**config.mk**
```make
export PLATFORM = sky130hd
export DESIGN_NAME = shift_seq_gen_flat
export DESIGN_NICKNAME = d
export VERILOG_FILES = /design/src/rtl/shift_seq_gen_pkg.sv /design/src/rtl/shift_seq_gen_if.sv /design/src/rtl/shift_seq_gen_next.sv /design/src/rtl/shift_seq_gen.sv /design/src/flat_wrapper.sv
export SDC_FILE = /design/constraint.sdc
export NUM_CORES = 1
export LEC_CHECK = 0
export BUFFER_PORTS_ARGS = -buffer_cell sky130_fd_sc_hd__buf_2
export CAP_MARGIN = 20
export CORE_AREA = 2 2 51 53
export DETAILED_ROUTE_END_ITERATION = 10
export DIE_AREA = 0 0 53 55
export HOLD_SLACK_MARGIN = 0.02
export PLACE_DENSITY_LB_ADDON = 0.15
export SYNTH_ARGS = -nofsm -noshare
export SYNTH_HDL_FRONTEND = slang
export SYNTH_HIERARCHICAL = 1
export SYNTH_SLANG_ARGS = --single-unit
```
**constraint.sdc**
```tcl
create_clock -name clk -period 2.2 [get_ports clk]
set_input_delay 0.55 -clock clk [delete_from_list [all_inputs] [get_ports clk]]
set_output_delay 0.55 -clock clk [all_outputs]
set_load 0.02 [all_outputs]
```
**src/rtl/shift_seq_gen_pkg.sv**
```systemverilog
// Shared definitions for the shift-register sequence generator.
// Holds the mode encodings and the start state that each mode's sequence
// begins from and returns to. The period measurement and the wrap pulse
// both depend on that start state.
package shift_seq_pkg;

   typedef logic [1:0] mode_t;

   localparam mode_t MODE_RING     = 2'd0;
   localparam mode_t MODE_JOHNSON  = 2'd1;
   localparam mode_t MODE_LFSR     = 2'd2;
   localparam mode_t MODE_DEBRUIJN = 2'd3;

   // Start state for a mode, masked to the active register width.
   // Ring and LFSR start at 0..01, because the all-zero state is illegal for them.
   // Johnson and de Bruijn start at 0..0.
   function automatic logic [15:0] start_state(input mode_t mode, input int width);
      logic [15:0] mask;
      mask = 16'hFFFF >> (16 - width);
      if (mode == MODE_RING || mode == MODE_LFSR) begin
         start_state = 16'h0001 & mask;
      end else begin
         start_state = 16'h0000;
      end
   endfunction

endpackage

```
**src/rtl/shift_seq_gen_if.sv**
```systemverilog
// Control and status bundle for shift_seq_gen.
//   en, mode, load, load_val : driven by the master (the controller)
//   q, wrap, period, period_vld : driven by the slave (the generator)
// The slave modport is used as the generator's port. The master modport is
// used by whatever drives the generator.
interface shift_seq_gen_if
   import shift_seq_pkg::*;
#(
   parameter int WIDTH = 4
) ();

   logic             en;
   mode_t            mode;
   logic             load;
   logic [WIDTH-1:0] load_val;
   logic [WIDTH-1:0] q;
   logic             wrap;
   logic [WIDTH:0]   period;
   logic             period_vld;

   modport master (
      output en, mode, load, load_val,
      input  q, wrap, period, period_vld
   );

   modport slave (
      input  en, mode, load, load_val,
      output q, wrap, period, period_vld
   );

endinterface

```
**src/rtl/shift_seq_gen_next.sv**
```systemverilog
// Next-state logic for the shift register. This block is purely combinational.
//   q      : current register state
//   mode   : feedback mode to shift with
//   q_next : state after one shift, with illegal-state correction applied
// The correction takes the place of the normal shift. This pulls a ring or
// Johnson register that holds an illegal pattern back onto its cycle. It also
// lifts an LFSR out of the all-zero lock-up state.
module shift_seq_next
   import shift_seq_pkg::*;
#(
   parameter int               WIDTH = 4,
   parameter logic [WIDTH-1:0] TAPS  = 'b1100
) (
   input  logic [WIDTH-1:0] q,
   input  mode_t            mode,
   output logic [WIDTH-1:0] q_next
);

   localparam logic [WIDTH-1:0] ONE_Q = 1;
   localparam logic [WIDTH-2:0] ONE_T = 1;

   logic [WIDTH-2:0] trans;
   logic             lfsr_fb;
   logic             ring_bad;
   logic             johnson_bad;

   // A bit is set in trans for each adjacent pair of bits that differ.
   // A legal Johnson state has at most one such pair. x & (x-1) clears the
   // lowest set bit, so a nonzero result means x had two or more bits set.
   always_comb begin
      trans       = q[WIDTH-2:0] ^ q[WIDTH-1:1];
      lfsr_fb     = ^(q & TAPS);
      ring_bad    = (q == '0) || ((q & (q - ONE_Q)) != '0);
      johnson_bad = (trans & (trans - ONE_T)) != '0;
   end

   // De Bruijn adds one extra term to the LFSR feedback. The term inverts the
   // feedback when the low bits are all zero. This splices 0..0 into the
   // cycle between 10..0 and 0..01.
   always_comb begin
      q_next = q;
      unique case (mode)
         MODE_RING: begin
            if (ring_bad) q_next = ONE_Q;
            else          q_next = {q[WIDTH-2:0], q[WIDTH-1]};
         end
         MODE_JOHNSON: begin
            if (johnson_bad) q_next = '0;
            else             q_next = {q[WIDTH-2:0], ~q[WIDTH-1]};
         end
         MODE_LFSR: begin
            if (q == '0) q_next = ONE_Q;
            else         q_next = {q[WIDTH-2:0], lfsr_fb};
         end
         default: begin
            q_next = {q[WIDTH-2:0], lfsr_fb ^ (q[WIDTH-2:0] == '0)};
         end
      endcase
   end

endmodule

```
**src/rtl/shift_seq_gen.sv**
```systemverilog
// Shift-register sequence generator with ring, Johnson, LFSR and de Bruijn modes.
// It also measures the period of the running sequence.
//   clk   : rising-edge clock
//   rst_n : synchronous reset, active low
//   bus   : slave side of shift_seq_gen_if
//           inputs  en, mode, load, load_val
//           outputs q, wrap, period, period_vld
// The count restarts on a load, on a mode change and on reset. A new period
// is published only after a complete cycle through the start state.
module shift_seq_gen
   import shift_seq_pkg::*;
#(
   parameter int               WIDTH = 4,
   parameter logic [WIDTH-1:0] TAPS  = 'b1100
) (
   input  logic            clk,
   input  logic            rst_n,
   shift_seq_gen_if.slave  bus
);

   localparam logic [WIDTH-1:0] Q_RST   = 1;
   localparam logic [WIDTH:0]   CNT_ONE = 1;

   logic [WIDTH-1:0] q_q, q_d, q_next, start_val;
   mode_t            mode_q, mode_d;
   logic [WIDTH:0]   cnt_q, cnt_d;
   logic [WIDTH:0]   period_q, period_d;
   logic             wrap_q, wrap_d;
   logic             period_vld_q, period_vld_d;

   shift_seq_next #(
      .WIDTH (WIDTH),
      .TAPS  (TAPS)
   ) u_next (
      .q      (q_q),
      .mode   (bus.mode),
      .q_next (q_next)
   );

   // Load has priority. A mode change in the same cycle restarts the count,
   // but the shift still uses the new feedback, so the register keeps moving.
   always_comb begin
      start_val    = WIDTH'(start_state(bus.mode, WIDTH));
      q_d          = q_q;
      mode_d       = bus.mode;
      cnt_d        = cnt_q;
      period_d     = period_q;
      wrap_d       = 1'b0;
      period_vld_d = period_vld_q;
      if (bus.load) begin
         q_d          = bus.load_val;
         cnt_d        = '0;
         period_vld_d = 1'b0;
      end else if (bus.mode != mode_q) begin
         if (bus.en) q_d = q_next;
         cnt_d        = '0;
         period_vld_d = 1'b0;
      end else if (bus.en) begin
         q_d = q_next;
         if (q_next == start_val) begin
            wrap_d       = 1'b1;
            period_d     = cnt_q + CNT_ONE;
            period_vld_d = 1'b1;
            cnt_d        = '0;
         end else begin
            cnt_d = cnt_q + CNT_ONE;
         end
      end
   end

   always_ff @(posedge clk) begin
      if (!rst_n) begin
         q_q          <= Q_RST;
         mode_q       <= MODE_RING;
         cnt_q        <= '0;
         period_q     <= '0;
         wrap_q       <= 1'b0;
         period_vld_q <= 1'b0;
      end else begin
         q_q          <= q_d;
         mode_q       <= mode_d;
         cnt_q        <= cnt_d;
         period_q     <= period_d;
         wrap_q       <= wrap_d;
         period_vld_q <= period_vld_d;
      end
   end

   assign bus.q          = q_q;
   assign bus.wrap       = wrap_q;
   assign bus.period     = period_q;
   assign bus.period_vld = period_vld_q;

endmodule

```
**src/flat_wrapper.sv**
```systemverilog
// flat-port wrapper written by rule: the top's interface ports become plain ports
module shift_seq_gen_flat import shift_seq_pkg::*;
#(
   parameter int               WIDTH = 4,
   parameter logic [WIDTH-1:0] TAPS  = 'b1100
)
  (clk, rst_n, bus_en, bus_mode, bus_load, bus_load_val, bus_q, bus_wrap, bus_period, bus_period_vld);
  shift_seq_gen_if #(.WIDTH(WIDTH)) bus_i ();
  input  logic clk;
  input  logic rst_n;
  input wire logic [$bits(bus_i.en)-1:0] bus_en;
  input wire logic [$bits(bus_i.mode)-1:0] bus_mode;
  input wire logic [$bits(bus_i.load)-1:0] bus_load;
  input wire logic [$bits(bus_i.load_val)-1:0] bus_load_val;
  output wire logic [$bits(bus_i.q)-1:0] bus_q;
  output wire logic [$bits(bus_i.wrap)-1:0] bus_wrap;
  output wire logic [$bits(bus_i.period)-1:0] bus_period;
  output wire logic [$bits(bus_i.period_vld)-1:0] bus_period_vld;
  assign bus_i.en = bus_en;
  assign bus_i.mode = bus_mode;
  assign bus_i.load = bus_load;
  assign bus_i.load_val = bus_load_val;
  assign bus_q = bus_i.q;
  assign bus_wrap = bus_i.wrap;
  assign bus_period = bus_i.period;
  assign bus_period_vld = bus_i.period_vld;
  shift_seq_gen #(.WIDTH(WIDTH), .TAPS(TAPS)) u_core (.clk(clk), .rst_n(rst_n), .bus(bus_i));
endmodule
```
## Yosys cells after proc, flatten, opt, wreduce, memory -nomap -nowiden

Index checks and enable logic that the tools add are counted.

- Bits in registers: 18
- Input bits: 10
- Output and inout bits: 11
- Word-level logic and storage cells: 44

- $add $sub $neg: 3
- Equal/unequal tests: 4
- Muxes and demuxes: 9
- Bitwise logic cells: 9
- Reductions and logical operators: 13

Operator list:

| kind | count |
|---|---|
| $mux W4 | 5 |
| $pmux W4 S3 | 1 |
| $add A5 B1 Y5 const B | 1 |
| $mux W5 | 1 |
| $not A1 Y1 | 5 |
| $and A4 B4 Y4 | 1 |
| $eq A4 B1 Y1 | 1 |
| $logic_not A4 Y1 | 1 |
| $reduce_and A4 Y1 | 1 |
| $reduce_bool A4 Y1 | 1 |
| $reduce_or A4 Y1 | 1 |
| $reduce_xor A4 Y1 | 1 |
| $sub A4 B1 Y4 const B | 1 |
| $and A3 B3 Y3 | 1 |
| $logic_not A3 Y1 | 1 |
| $reduce_bool A3 Y1 | 1 |
| $reduce_or A3 Y1 | 1 |
| $sub A3 B1 Y3 const B | 1 |
| $xor A3 B3 Y3 | 1 |
| $eq A2 B1 Y1 const B | 1 |
| $eq A2 B2 Y1 const B | 1 |
| $logic_not A2 Y1 | 1 |
| $logic_or A1 B1 Y1 | 2 |
| $mux W1 | 2 |
| other kinds (4) | 4 |

## Depth between registers and ports, before layout

- Depth after elaboration: 8
- Mapped depth: 10

## Modules after synthesis

The synthesis kept the hierarchy.

By module, submodules not included:

| module | times used | cells an instance | area each (sq um) | sequential area each (sq um) |
|---|---|---|---|---|
| shift_seq_gen | 1 | 82 | 783.3 | 360.3 |
| shift_seq_next | 1 | 29 | 247.7 | 0.0 |

## Worst setup path after synthesis

OpenSTA, ideal clock, no wires.

- Kind: flip-flop to flip-flop
- Start point: register u_core.q_q[2], in the netlist u_core/bus.q[2]
- End point: register u_core.period_q[1], in the netlist u_core/bus.period[1]
- Data arrival time: 2.554 ns
- Data required time: 2.128 ns
- Slack: -0.425 ns
- Stages on the path, launching flop included: 11
- Clock period less this slack: 2.625 ns
- Cells stage by stage: dfxtp_1 -> inv_1 -> ha_1 -> maj3_2 -> and2b_1 -> a221oi_2 -> nor2_1 -> or3_4 -> nor3_4 -> and2_4 -> mux2i_1

- Word-level cells in the longest chain between the ends: 8

Ends and longest elaborated chain:

| what | RTL line | source |
|---|---|---|
| from (decl) | shift_seq_gen.sv:24 | `logic [WIDTH-1:0] q_q, q_d, q_next, start_val;` |
| from (signal assigned) | shift_seq_gen.sv:80 | `q_q <= q_d;` |
| $sub A4 B1 Y4 / $xor A3 B3 Y3 (equally long branches) | shift_seq_gen_next.sv:33, shift_seq_gen_next.sv:31 |  |
| $and A4 B4 Y4 / $sub A3 B1 Y3 (equally long branches) | shift_seq_gen_next.sv:33, shift_seq_gen_next.sv:34 |  |
| $reduce_bool A4 Y1 / $and A3 B3 Y3 (equally long branches) | shift_seq_gen_next.sv:33, shift_seq_gen_next.sv:34 |  |
| $logic_or A1 B1 Y1 / $reduce_bool A3 Y1 (equally long branches) | shift_seq_gen_next.sv:33, shift_seq_gen_next.sv:34 |  |
| $mux W4 (on tied branches) | shift_seq_gen_next.sv:44, shift_seq_gen_next.sv:48 |  |
| $pmux W4 S3 (*) | shift_seq_gen_next.sv:42 | `unique case (mode)` |
| net u_core.q_next[1] | shift_seq_gen.sv:24 |  |
| $eq A4 B1 Y1 (*) | shift_seq_gen.sv:60 | `if (q_next == start_val) begin` |
| $reduce_and A4 Y1 (no source line) (*) | -- |  |
| to (signal assigned) | shift_seq_gen.sv:83 | `period_q <= period_d;` |
| to (decl) | shift_seq_gen.sv:27 | `logic [WIDTH:0] period_q, period_d;` |

The timed path passes the listed nets; every way through them passes the cells marked *.
A chain may end at the register's enable or synchronous reset.

## Worst setup path after layout

Ends and elaborated chain as after synthesis.

==> reports/qor.txt <==
post-synthesis net count = 128
Static Leak = 0.590 nW
Worst Min Path Start = u_core/bus.period[4]
Min-Delay Endpoint = u_core/bus.period[4]
Starting Density = 0.436
Final HPWL DP = 1.78 mm
final net count = 166
Final GP Congestion = 0.754
first-pass GRT wire length = 3.76 mm
Yosys top cell by area = dfxtp_1
Vias per Instance = 4.93
Syn Area/Cell = 9.29 um^2
grt met2 use = 0.304
GRT Residual Overflow = 0
height of the die = 55 um
worst-case reg-to-reg path depth = 10
Worst path max stage delay = 0.41 ns
# fillers = 236
DR DRC count = 0
most common library cells after synthesis = dfxtp_1 (18), nor2_1 (16), ha_1 (7), nand2_1 (7)
Final WS setup = -0.286 ns
worst-path fanout max = 5
Inserted Clock Buffers = 3
met3 Use GR = 0.0403
Reg2Reg Capture Point = u_core/bus.period[1]
Mapped Cells = 111
Routed Antenna Nets = 0
met1 usage = 0.229
via count of the first global-routing pass = 857
Async S/R FF share, synth = 0
worst r2r src = u_core/bus.q[2]
Post-Syn Area = 0.00103 mm^2
worst hold slack = 0.459 ns
H-tree Lvls = 1
Yosys top cell area share = 0.350
Seq cells post-synth = 18
clk_skew = 0.00752 ns
pwr/cell area = 527 mW/mm^2
ys flop type = dfxtp_1
share of layout cells above drive strength 1 = 0.432
status = finished, violations left
# rows = 18
Tcrit/Tclk final = 1.13
Most Crowded Layer GR = met2
Synth Warn # = 6
Finish-stage setup viols = 12
clock transition at the registers of the reported paths = 0.10 ns
Port Buffers = 20
Crit. End Element = flop
count leader, synth = dfxtp_1
crit-path cells = inv_4 -> ha_4 -> maj3_2 -> and2b_1 -> a221oi_4 -> nor2_2 -> or3_4 -> nor3_4 -> and2_4 -> mux2i_1
Cells after DPL = 173
max-slew violation count = 0
Pre-Repair DR Iteration Count = 3
largest net degree at the start of global routing = 13
Yosys cell types = 36
reg2reg setup slack = -0.29 ns
maximum clock rate = 402 MHz
top cells by area, synth = dfxtp_1 (35%), ha_1 (8.5%), mux2i_1 (5.8%)
Starting DRT DRC Count = 4
utilization after layout = 0.587
final hold vios = 0
area delta synth->final = 34.7%
Worst Path Arrival = 2.71 ns
Clock Path Buffers = 2
crit path kind = reg2reg
gr usage total = 0.181
CP Launch Type = flop
slew margin rel. = 0.740
I/O pin count = 21
final std cells w/o fill = 178
clk_lat worst skew = 0.29 ns
CTS Sinks = 18
CTS tree = done
Die Wd = 53 um
antenna violations before repair = 0
Routed WL = 2.27 mm
Root Buffer = clkbuf_4
failing checks = setup timing
RSZ-0062 raised after global routing = yes
WHS Path Cells = 2
via count = 878
Crit path max-delay family = simple AND/OR/NAND/NOR gates
number of flops mapped to enable cells by yosys = 0
sequential share of the synthesized area = 0.350
CP bufs+invs = 1
Tmin final = 2.49 ns
n_diodes = 0
CP max stage cell = or3_4
WL/cell = 12.7 um
Peak supply drop = 0.372 mV
worst hold path class = reg2reg
full die area = 0.00292 mm^2
slew of the pin with the lowest slew margin = 0.385 ns
WP data required = 2.42 ns
Core Region = 0.00236 mm^2
Max Cap Viol = 0
[what timing repair did]
action	in CTS	in global routing
pin swaps	4	3
buffers inserted	3	1
setup endpoints to repair	12	13
resized for setup	2	6
gates cloned	0	0
hold buffers	0	0
[state kept, by name, summed over array words and instances (netlist names)]
register and count:
u_core/mode_q 2, u_core/bus.period_vld 1, u_core/cnt_q 5, u_core/bus.wrap 1, u_core/bus.q 4, u_core/bus.period 5
[worst register-to-register path: cells and delay by family, from the launching register on]
family,cells,cell delay (ns)
simple gates,5,1.10
fa+ha+maj,2,0.46
flops,1,0.37
compound gates,1,0.27
mux,1,0.17
buf+inv,1,0.05
[final cells by class]
type,instances,area (um^2),share of cell area
clock buffers,4,26.3,0.0189
inverters,6,30.0,0.0216
multi-input cells,84,699,0.504
flip-flops and latches,18,375,0.270
well taps,30,37.5,0.0270
repair buffers,36,220,0.159
[metal layers]
metal	share of wire	wire length, um
met5	0	0
met4	0.0088	20
met2	0.49	1110
met3	0.033	74
met1	0.47	1060
[cells in the final DEF (no fill, tap or decap), types with 3 or more instances in the layout]
cell,n
a21oi_1,6
a22oi_1,3
and2_1,3
buf_2,20
buf_4,16
clkbuf_4,3
dfxtp_1,14
dfxtp_4,4
ha_1,4
ha_4,3
mux2i_1,6
nand2_1,7
nor2_1,14
xnor2_1,5
xor2_1,3
[power breakdown]
group | switching (W) | leakage, nW | internal (W)
Clock | 0.0000975 | 0.0150 | 0.0000704
Combinational | 0.000117 | 0.426 | 0.000107
Sequential | 0.00000640 | 0.149 | 0.000333
Total | 0.000221 | 0.590 | 0.000511
[stage by stage]
stage               power, W  setup WS [ns]  instance area, um^2  setup TNS (ns)
global placement    0.000551         -0.234                 1320           -1.94
finish              0.000731         -0.286                 1390           -2.42
CTS                 0.000735         -0.256                 1380           -2.23
global route        0.000774         -0.401                 1390           -3.92
floorplan           0.000486         -0.284                 1090           -1.69
detailed placement  0.000556         -0.293                 1320           -2.48
[cells by family after synthesis]
kind of cell,count (synthesis),share of synthesized area
simple gates,42,0.227
compound gates,19,0.150
flops,18,0.350
buf+inv,9,0.0400
xor+xnor,8,0.0680
fa+ha+maj,8,0.0959
mux,7,0.0692
[worst max-delay path by stage]
stage | slack [ns] | cells after the start | end | startpoint
after detailed placement | -0.29 | 10 | u_core/bus.period[1] | u_core/bus.q[0]
after global placement | -0.23 | 10 | u_core/bus.period[1] | u_core/bus.q[0]
after floorplan | -0.28 | 10 | u_core/bus.period[1] | u_core/bus.q[3]
after global routing | -0.40 | 10 | u_core/bus.period[1] | u_core/bus.q[1]
after CTS | -0.26 | 10 | u_core/bus.period[1] | u_core/bus.q[2]
final | -0.29 | 10 | u_core/bus.period[1] | u_core/bus.q[2]
Note: power is estimated with default switching activity, not from simulation.
